===== config.mk =====
export PLATFORM = sky130hd
export DESIGN_NAME = uart_tx_fifo
export DESIGN_NICKNAME = d
export VERILOG_FILES = /design/src/rtl/uart_tx_fifo.sv
export SDC_FILE = /design/constraint.sdc
export NUM_CORES = 1
export LEC_CHECK = 0
export BUFFER_PORTS_ARGS = -buffer_cell sky130_fd_sc_hd__clkbuf_2
export CORE_MARGIN = 8
export CORE_UTILIZATION = 35
export DETAILED_ROUTE_END_ITERATION = 8
export GPL_TIMING_DRIVEN = 0
export PLACE_DENSITY = 0.63
export SETUP_SLACK_MARGIN = 0.1
export SLEW_MARGIN = 30
export SYNTH_ARGS = -nofsm -noshare
export SYNTH_HDL_FRONTEND = slang
export SYNTH_SLANG_ARGS = --single-unit

===== constraint.sdc =====
create_clock -name i_clk -period 5.9 [get_ports i_clk]
set_input_delay 0.59 -clock i_clk [delete_from_list [all_inputs] [get_ports i_clk]]
set_output_delay 0.59 -clock i_clk [all_outputs]
set_load 0.02 [all_outputs]

===== src/rtl/uart_tx_fifo.sv =====
// uart_tx_fifo: FIFO-buffered UART transmitter with internal baud divider, optional parity and 1/2 stop bits
module uart_tx_fifo #(
  parameter int WIDTH_DATA = 8,
  parameter int NB_STOP    = 2,
  parameter int FIFO_DEPTH = 4,
  parameter int DIV_WIDTH  = 16
) (
  input  logic                          i_clk,
  input  logic                          i_rst,
  input  logic                          i_we,
  input  logic [WIDTH_DATA-1:0]         i_data,
  input  logic [DIV_WIDTH-1:0]          i_div,
  input  logic                          i_parity_en,
  input  logic                          i_parity_odd,
  output logic                          o_buf,
  output logic                          o_full,
  output logic                          o_mty,
  output logic [$clog2(FIFO_DEPTH):0]   o_level,
  output logic                          o_ovf
);
  localparam int AW = $clog2(FIFO_DEPTH);
  localparam int LW = AW + 1;
  typedef enum logic [2:0] {IDLE, START, DATA, PARITY, STOP} state_t;
  state_t state, state_n;
  logic [WIDTH_DATA-1:0] mem [FIFO_DEPTH];
  logic [AW-1:0] wr_ptr, rd_ptr;
  logic [WIDTH_DATA-1:0] sh, head;
  logic [DIV_WIDTH-1:0] cnt, div_q;
  logic [3:0] bit_cnt;
  logic pen_q, pbit_q, empty, push, pop, bit_end, last_data, last_stop, buf_n;
  assign head      = mem[rd_ptr];
  assign empty     = o_level == '0;
  assign o_full    = o_level == LW'(FIFO_DEPTH);
  assign o_mty     = empty && state == IDLE;
  assign push      = i_we && !o_full;
  assign bit_end   = cnt == div_q;
  assign last_data = bit_cnt == 4'(WIDTH_DATA - 1);
  assign last_stop = bit_cnt == 4'(NB_STOP - 1);
  always_ff @(posedge i_clk) begin
    if (push) mem[wr_ptr] <= i_data;
  end
  always_ff @(posedge i_clk) state <= i_rst ? IDLE : state_n;
  always_comb begin
    state_n = state;
    case (state)
      IDLE:    state_n = empty ? IDLE : START;
      START:   state_n = bit_end ? DATA : START;
      DATA:    state_n = bit_end && last_data ? (pen_q ? PARITY : STOP) : DATA;
      PARITY:  state_n = bit_end ? STOP : PARITY;
      STOP:    state_n = bit_end && last_stop ? (empty ? IDLE : START) : STOP;
      default: state_n = IDLE;
    endcase
  end
  // line value for the next bit is chosen one edge ahead so o_buf is a plain register
  always_comb begin
    pop   = !empty && (state == IDLE || (state == STOP && bit_end && last_stop));
    buf_n = o_buf;
    case (state)
      IDLE:    buf_n = !pop;
      START:   buf_n = bit_end ? sh[0] : o_buf;
      DATA:    buf_n = bit_end ? (last_data ? (pen_q ? pbit_q : 1'b1) : sh[1]) : o_buf;
      PARITY:  buf_n = bit_end ? 1'b1 : o_buf;
      STOP:    buf_n = bit_end && last_stop ? !pop : o_buf;
      default: buf_n = 1'b1;
    endcase
  end
  always_ff @(posedge i_clk) begin
    if (i_rst) begin
      wr_ptr  <= '0;
      rd_ptr  <= '0;
      o_level <= '0;
      o_ovf   <= 1'b0;
      o_buf   <= 1'b1;
      cnt     <= '0;
      bit_cnt <= '0;
      sh      <= '0;
      div_q   <= '0;
      pen_q   <= 1'b0;
      pbit_q  <= 1'b0;
    end else begin
      if (push) wr_ptr <= wr_ptr + AW'(1);
      if (pop) rd_ptr <= rd_ptr + AW'(1);
      o_level <= o_level + LW'(push) - LW'(pop);
      if (i_we && o_full) o_ovf <= 1'b1;
      o_buf <= buf_n;
      if (pop) begin
        sh      <= head;
        div_q   <= i_div;
        pen_q   <= i_parity_en;
        pbit_q  <= ^head ^ i_parity_odd;
        cnt     <= '0;
        bit_cnt <= '0;
      end else if (state != IDLE) begin
        cnt <= bit_end ? '0 : cnt + DIV_WIDTH'(1);
        if (bit_end) bit_cnt <= state_n != state ? 4'd0 : bit_cnt + 4'd1;
        if (bit_end && state == DATA) sh <= sh >> 1;
      end
    end
  end
endmodule


[Word-level counts from Yosys, hierarchy flattened]
Memories as Yosys holds them, arrays and structs flattened. A register that Yosys moved wholly into a read port is not among the register bits.
Cells that the tools add are included.
Storage, ports and cells
  logic and storage cells: 79
  memories kept: 1
  input bits: 29
  bits in writable memories: 32
  output and inout port bits: 7
  flip-flop bits (word level): 58
Memory list
  mem: words 4, bits a word 8, rd ports 1, clocked after memory_dff 1, write ports 1, RTL line 25  | logic [WIDTH_DATA-1:0] mem [FIFO_DEPTH];
Cells by class
  equal/unequal tests: 13
  reductions and logical operators: 23
  add/subtract/negate cells: 6
  muxes and demuxes: 23
  bitwise gates (word level): 1
Operator list (number)
  8-bit two-way mux: 3
  16-bit by 1-bit adder with 16-bit output, second input constant: 1
  16-bit equality test: 1
  16-bit two-way mux: 1
  3-bit case mux with 5 select lines: 1
  3-bit two-way mux: 4
  1-bit logical AND: 9
  1-bit two-way mux: 9
  2-bit != test, second input constant: 4
  8-bit parity: 1
  3-bit by 2-bit equality test with 1-bit output, second input constant: 2
  3-bit equality test, second input constant: 2
  3-bit zero test: 2
  2-bit two-way mux: 3
  1-bit case mux with 5 select lines: 1
  2-bit by 1-bit adder with 2-bit output, second input constant: 2
  4-bit by 1-bit adder with 4-bit output, second input constant: 1
  4-bit by 1-bit equality test with 1-bit output, second input constant: 1
  4-bit by 3-bit equality test with 1-bit output, second input constant: 1
  4-bit two-way mux: 1
  2-bit AND reduction: 2
  4-bit AND reduction: 1
  2-bit nonzero test: 2
  3-bit by 1-bit adder with 3-bit output: 1
  8 further kinds: 10

[Longest topological paths before layout]
  depth in word-level cells: 8
  mapped depth: 16
  gate-level depth less buffers: 13

[Least setup slack after synthesis]
Ideal clock, no wire load.
  kind: register to register
  from: register cnt[3]
  to: register o_level[2]
  clock period less this slack: 2832 ps
  arrival: 2704 ps
  stages on the path, launching flop included: 16
  path buffers: 2
  slack: 3068 ps
  required time: 5772 ps
  setup time: 128 ps
  path through: dfxtp_1 -> xnor2_1 -> nand4_1 -> nor4_4 -> a31oi_1 -> buf_2 -> buf_2 -> inv_1 -> ha_1 -> inv_1 -> ha_1 -> inv_1 -> fa_1 -> xor2_1 -> xnor2_1 -> nor2_1
Between the ends
  word-level cells in the longest chain between the ends: 6
Ends and longest elaborated chain
  start: declaration: RTL line 28  | logic [DIV_WIDTH-1:0] cnt, div_q;
  start signal: assignment: RTL line 94  | cnt <= bit_end ? '0 : cnt + DIV_WIDTH'(1);
  16-bit equality test: RTL line 36  | assign bit_end = cnt == div_q;
  1-bit logical AND (2 in series): RTL line 56  | pop = !empty && (state == IDLE || (state == STOP && bit_end && last_stop));
  1-bit logical OR: RTL line 56
  1-bit logical AND: RTL line 56
  3-bit by 1-bit subtractor with 3-bit output: RTL line 83  | o_level <= o_level + LW'(push) - LW'(pop);
  end signal: assignment: RTL line 83
  end: declaration: RTL line 18  | output logic [$clog2(FIFO_DEPTH):0] o_level,
Every way passes these cells.
A chain may end at the register's enable or synchronous reset.

[Final worst setup path]
  from: register state[0]
  to: register o_level[2]
Between the ends
  word-level cells in the longest chain between the ends: 6
  elaborated cells between the ends (all ways): 7
  those cells by class: add/sub: 1; eq/ne: 1; reduce/logical: 5
Ends and longest elaborated chain
  start: declaration: RTL line 24  | state_t state, state_n;
  start signal: assignment: RTL line 42  | always_ff @(posedge i_clk) state <= i_rst ? IDLE : state_n;
  3-bit equality test: RTL line 56
  1-bit logical AND (2 in series): RTL line 56
  1-bit logical OR *: RTL line 56
  1-bit logical AND *: RTL line 56
  3-bit by 1-bit subtractor with 3-bit output *: RTL line 83
Mark *: on every way between the ends. The rest lies on a longest branch, timed or not.

==> impl_metrics.py <==
metrics = {
    "worst_setup_path": {
        "path_max_fanout": 10,
        "criticalPathCategory": "register to register",
        "endpoint_kind": "register",
        "reg2reg_slack_ps": 2580,
        "crit_required_ps": 6110,
        "worst_ep_arrival_time_ps": 3530,
        "worstSetupStartpointType": "register",
    },
    "pwr": {
        "power_density_nw_per_um2": 478.8,
        "max-vdd-ir-drop_uv": 261.6,
        "p_leak_nw": 1.833,
    },
    "synthesis": {
        "ys_warn_count": 0,
        "syn_area_per_cell_um2": 11.09,
        "ys_seq_area_share_pct": 53.25,
        "async_reset_ff_share_pct": 0,
        "post_synth_inst_count": 366,
        "syn_area_um2": 4060,
        "yosysUniqueCellTypes": 42,
        "synthFlopType": "dfxtp_1",
        "synth_fp_nets": 405,
        "synth-seq-cells": 92,
        "synth_edf_count": 32,
    },
    "clock_tree": {
        "clkTransAtPathRegs_ps": 60,
        "cts.path.max_buffers": 2,
        "cts.root.buffer_cell": "clkbuf_16",
        "cts_tree": "built",
        "cts_sinks": 92,
        "post_cts_buffers": 0,
        "cts-htree-levels": 3,
        "ctsHoldBuffers": 0,
        "cts_made_buffers": 9,
        "cts_resized": 0,
        "clock_latency_ps": 340,
    },
    "routing": {
        "firstDrtPassIters": 4,
        "vias": 2706,
        "ant_nets": 0,
        "drt_iter0_markers": 116,
        "vias_per_cell": 4.832,
        "post-route-drc-count": 0,
        "wl_mm": 8.020,
        "wl_per_cell_um": 14.32,
    },
    "placed_design": {
        "hpwlAfterDp_mm": 5.792,
        "port_buffers": 35,
        "pre_cts_slack_ps": 2567,
        "finalWeightedCongestion": 0.7699,
    },
    "die": {
        "core_region_area_um2": 11370,
        "die_w_um": 123.7,
        "start_util_pct": 35.71,
        "ios": 36,
        "rows": 39,
        "dieArea_um2": 15300,
        "die_y_um": 123.7,
    },
    "sta": {
        "setup_viol": 0,
        "fmax_mhz": 301.4,
        "fin_crit_sh_pct": 56.23,
        "finalHoldViolCount": 0,
        "maxSlewHeadroom_pct": 61.57,
        "period_needed_ps": 3317,
        "fin_skew_ps": 9.390,
        "fin_tns_setup_ps": 0,
        "drv_slew": 0,
        "rsz0062_at_grt": "false",
        "worst_slack_ps": 2583,
        "tightest_slew_ps": 576.5,
    },
    "grt": {
        "antenna_found_initial": 0,
        "grt_first_pass_wirelength_mm": 13.25,
        "grt_max_degree": 16,
        "grtUsageTotal_pct": 11.24,
        "grt_pass1_vias": 2725,
        "grt_overflow": 0,
    },
    "cells_and_area": {
        "drive_gt1_share_pct": 15.59,
        "diodes": 0,
        "final_nets": 451,
        "syn_to_final_growth_pct": 16.33,
    },
    "worst_hold_path": {
        "hold_class": "primary input to register",
    },
    "run_status": {
        "outcome": "complete, no violations",
    },
    "flow_run": {
        "maxCapViolations": 0,
    },
}
final cells by class:
class | instances | area [um2]
buffer | 17 | 71.32
clock buffer | 13 | 264.0
clock inverter | 3 | 45.04
fill | 1074 | 6646
inverter | 12 | 45.04
multi-input combinational | 245 | 1782
sequential | 92 | 2162
tap | 143 | 178.9
timing repair buffer | 35 | 175.2
layout by cell type (no fill, tap or decap), types with 10 or more instances in the layout:
| cell type | n |
|---|---|
| inv_1 | 12 |
| a21oi_1 | 12 |
| nor2_1 | 60 |
| dfxtp_1 | 60 |
| nand2_1 | 12 |
| clkbuf_2 | 35 |
| edfxtp_1 | 32 |
| nand3_1 | 10 |
| xnor2_1 | 34 |
| mux2i_1 | 27 |
final timing paths:
| check | endpoint | cells past startpoint | start |
|---|---|---|---|
| setup reg to reg | o_level[2] | 16 | state[0] |
| setup / recovery | o_level[2] | 16 | state[0] |
| hold reg to reg | o_ovf | 2 | o_ovf |
| hold / removal | mem[0][5] | 1 | i_data[5] |
sequential cells by signal (all words and copies together), names as in the netlist, named ones only:
signal / cells
o_buf: 1
rd_ptr: 2
bit_cnt: 4
sh: 8
cnt: 16
pen_q: 1
o_level: 3
div_q: 16
state: 3
wr_ptr: 2
mem: 32
pbit_q: 1
o_ovf: 1
per-stage QoR:
step / std cells / hold WS [ps] / cell area, um2 / util [%] / power (W)
2_1_floorplan: 366 / 447.2 / 4060 / - / 0.001500
3_3_place_gp: 544 / 459.2 / 4414 / 38.82 / 0.001671
3_5_place_dp: 544 / 474.0 / 4414 / 38.82 / 0.001696
4_1_cts: 560 / 450.7 / 4723 / 41.54 / 0.002292
5_1_grt: 560 / 454.3 / 4723 / 41.54 / 0.002409
6_report: 560 / 463.2 / 4723 / 41.54 / 0.002261
worst max-delay path, cell delays in order, from the launching register on:
cell and delay [ps]:
dfxtp_1 300, clkbuf_1 330, nor2_1 160, o31ai_1 120, nor2_1 70, a31oi_1 340, buf_2 320, buf_2 260
inv_1 70, ha_1 270, inv_1 60, ha_1 130, inv_1 50, fa_1 370, xor2_1 170, xnor2_1 130
nor2_1 50
metal layers:
metal / vias up / GRT usage [%] / share of wire [%] / wire, um
met3: 10 / 4.714 / 5.3 / 422
met1: 1287 / 13.03 / 45 / 3637
met4: 0 / 3.612 / 1.1 / 92
met2: 37 / 18.49 / 48 / 3868
li1: 1372 / - / - / -
met5: - / 0 / 0 / 0
cell usage after synthesis (6+ instances only):
master | n | area (um2)
dfxtp_1 | 60 | 1201
mux4_2 | 8 | 180.2
clkbuf_1 | 8 | 30.03
nor2_1 | 60 | 225.2
edfxtp_1 | 32 | 960.9
buf_2 | 6 | 30.03
ha_1 | 9 | 112.6
mux2i_1 | 27 | 270.3
a21oi_1 | 12 | 60.06
xnor2_1 | 34 | 297.8
nand3_1 | 10 | 50.05
a211oi_1 | 6 | 45.04
inv_1 | 12 | 45.04
o21ai_0 | 8 | 40.04
nand2_1 | 12 | 45.04
where the power goes:
group	total, W	internal (W)	switching (W)	leakage, nW
registers	0.000848	0.000776	0.0000715	0.784
logic	0.000824	0.000371	0.000453	0.895
clock network	0.000590	0.000357	0.000232	0.154
cell families after synthesis:
group | Yosys count | synth area share, %
AO/OA/AOI/OAI | 37 | 5.701
multiplexers | 35 | 11.09
adder cells (fa/ha/maj) | 10 | 3.267
buffers and inverters | 29 | 2.866
AND/OR/NAND/NOR | 123 | 14.85
flip-flops | 92 | 53.25
XOR/XNOR | 40 | 8.968
Power figures use the tool's default switching activity.
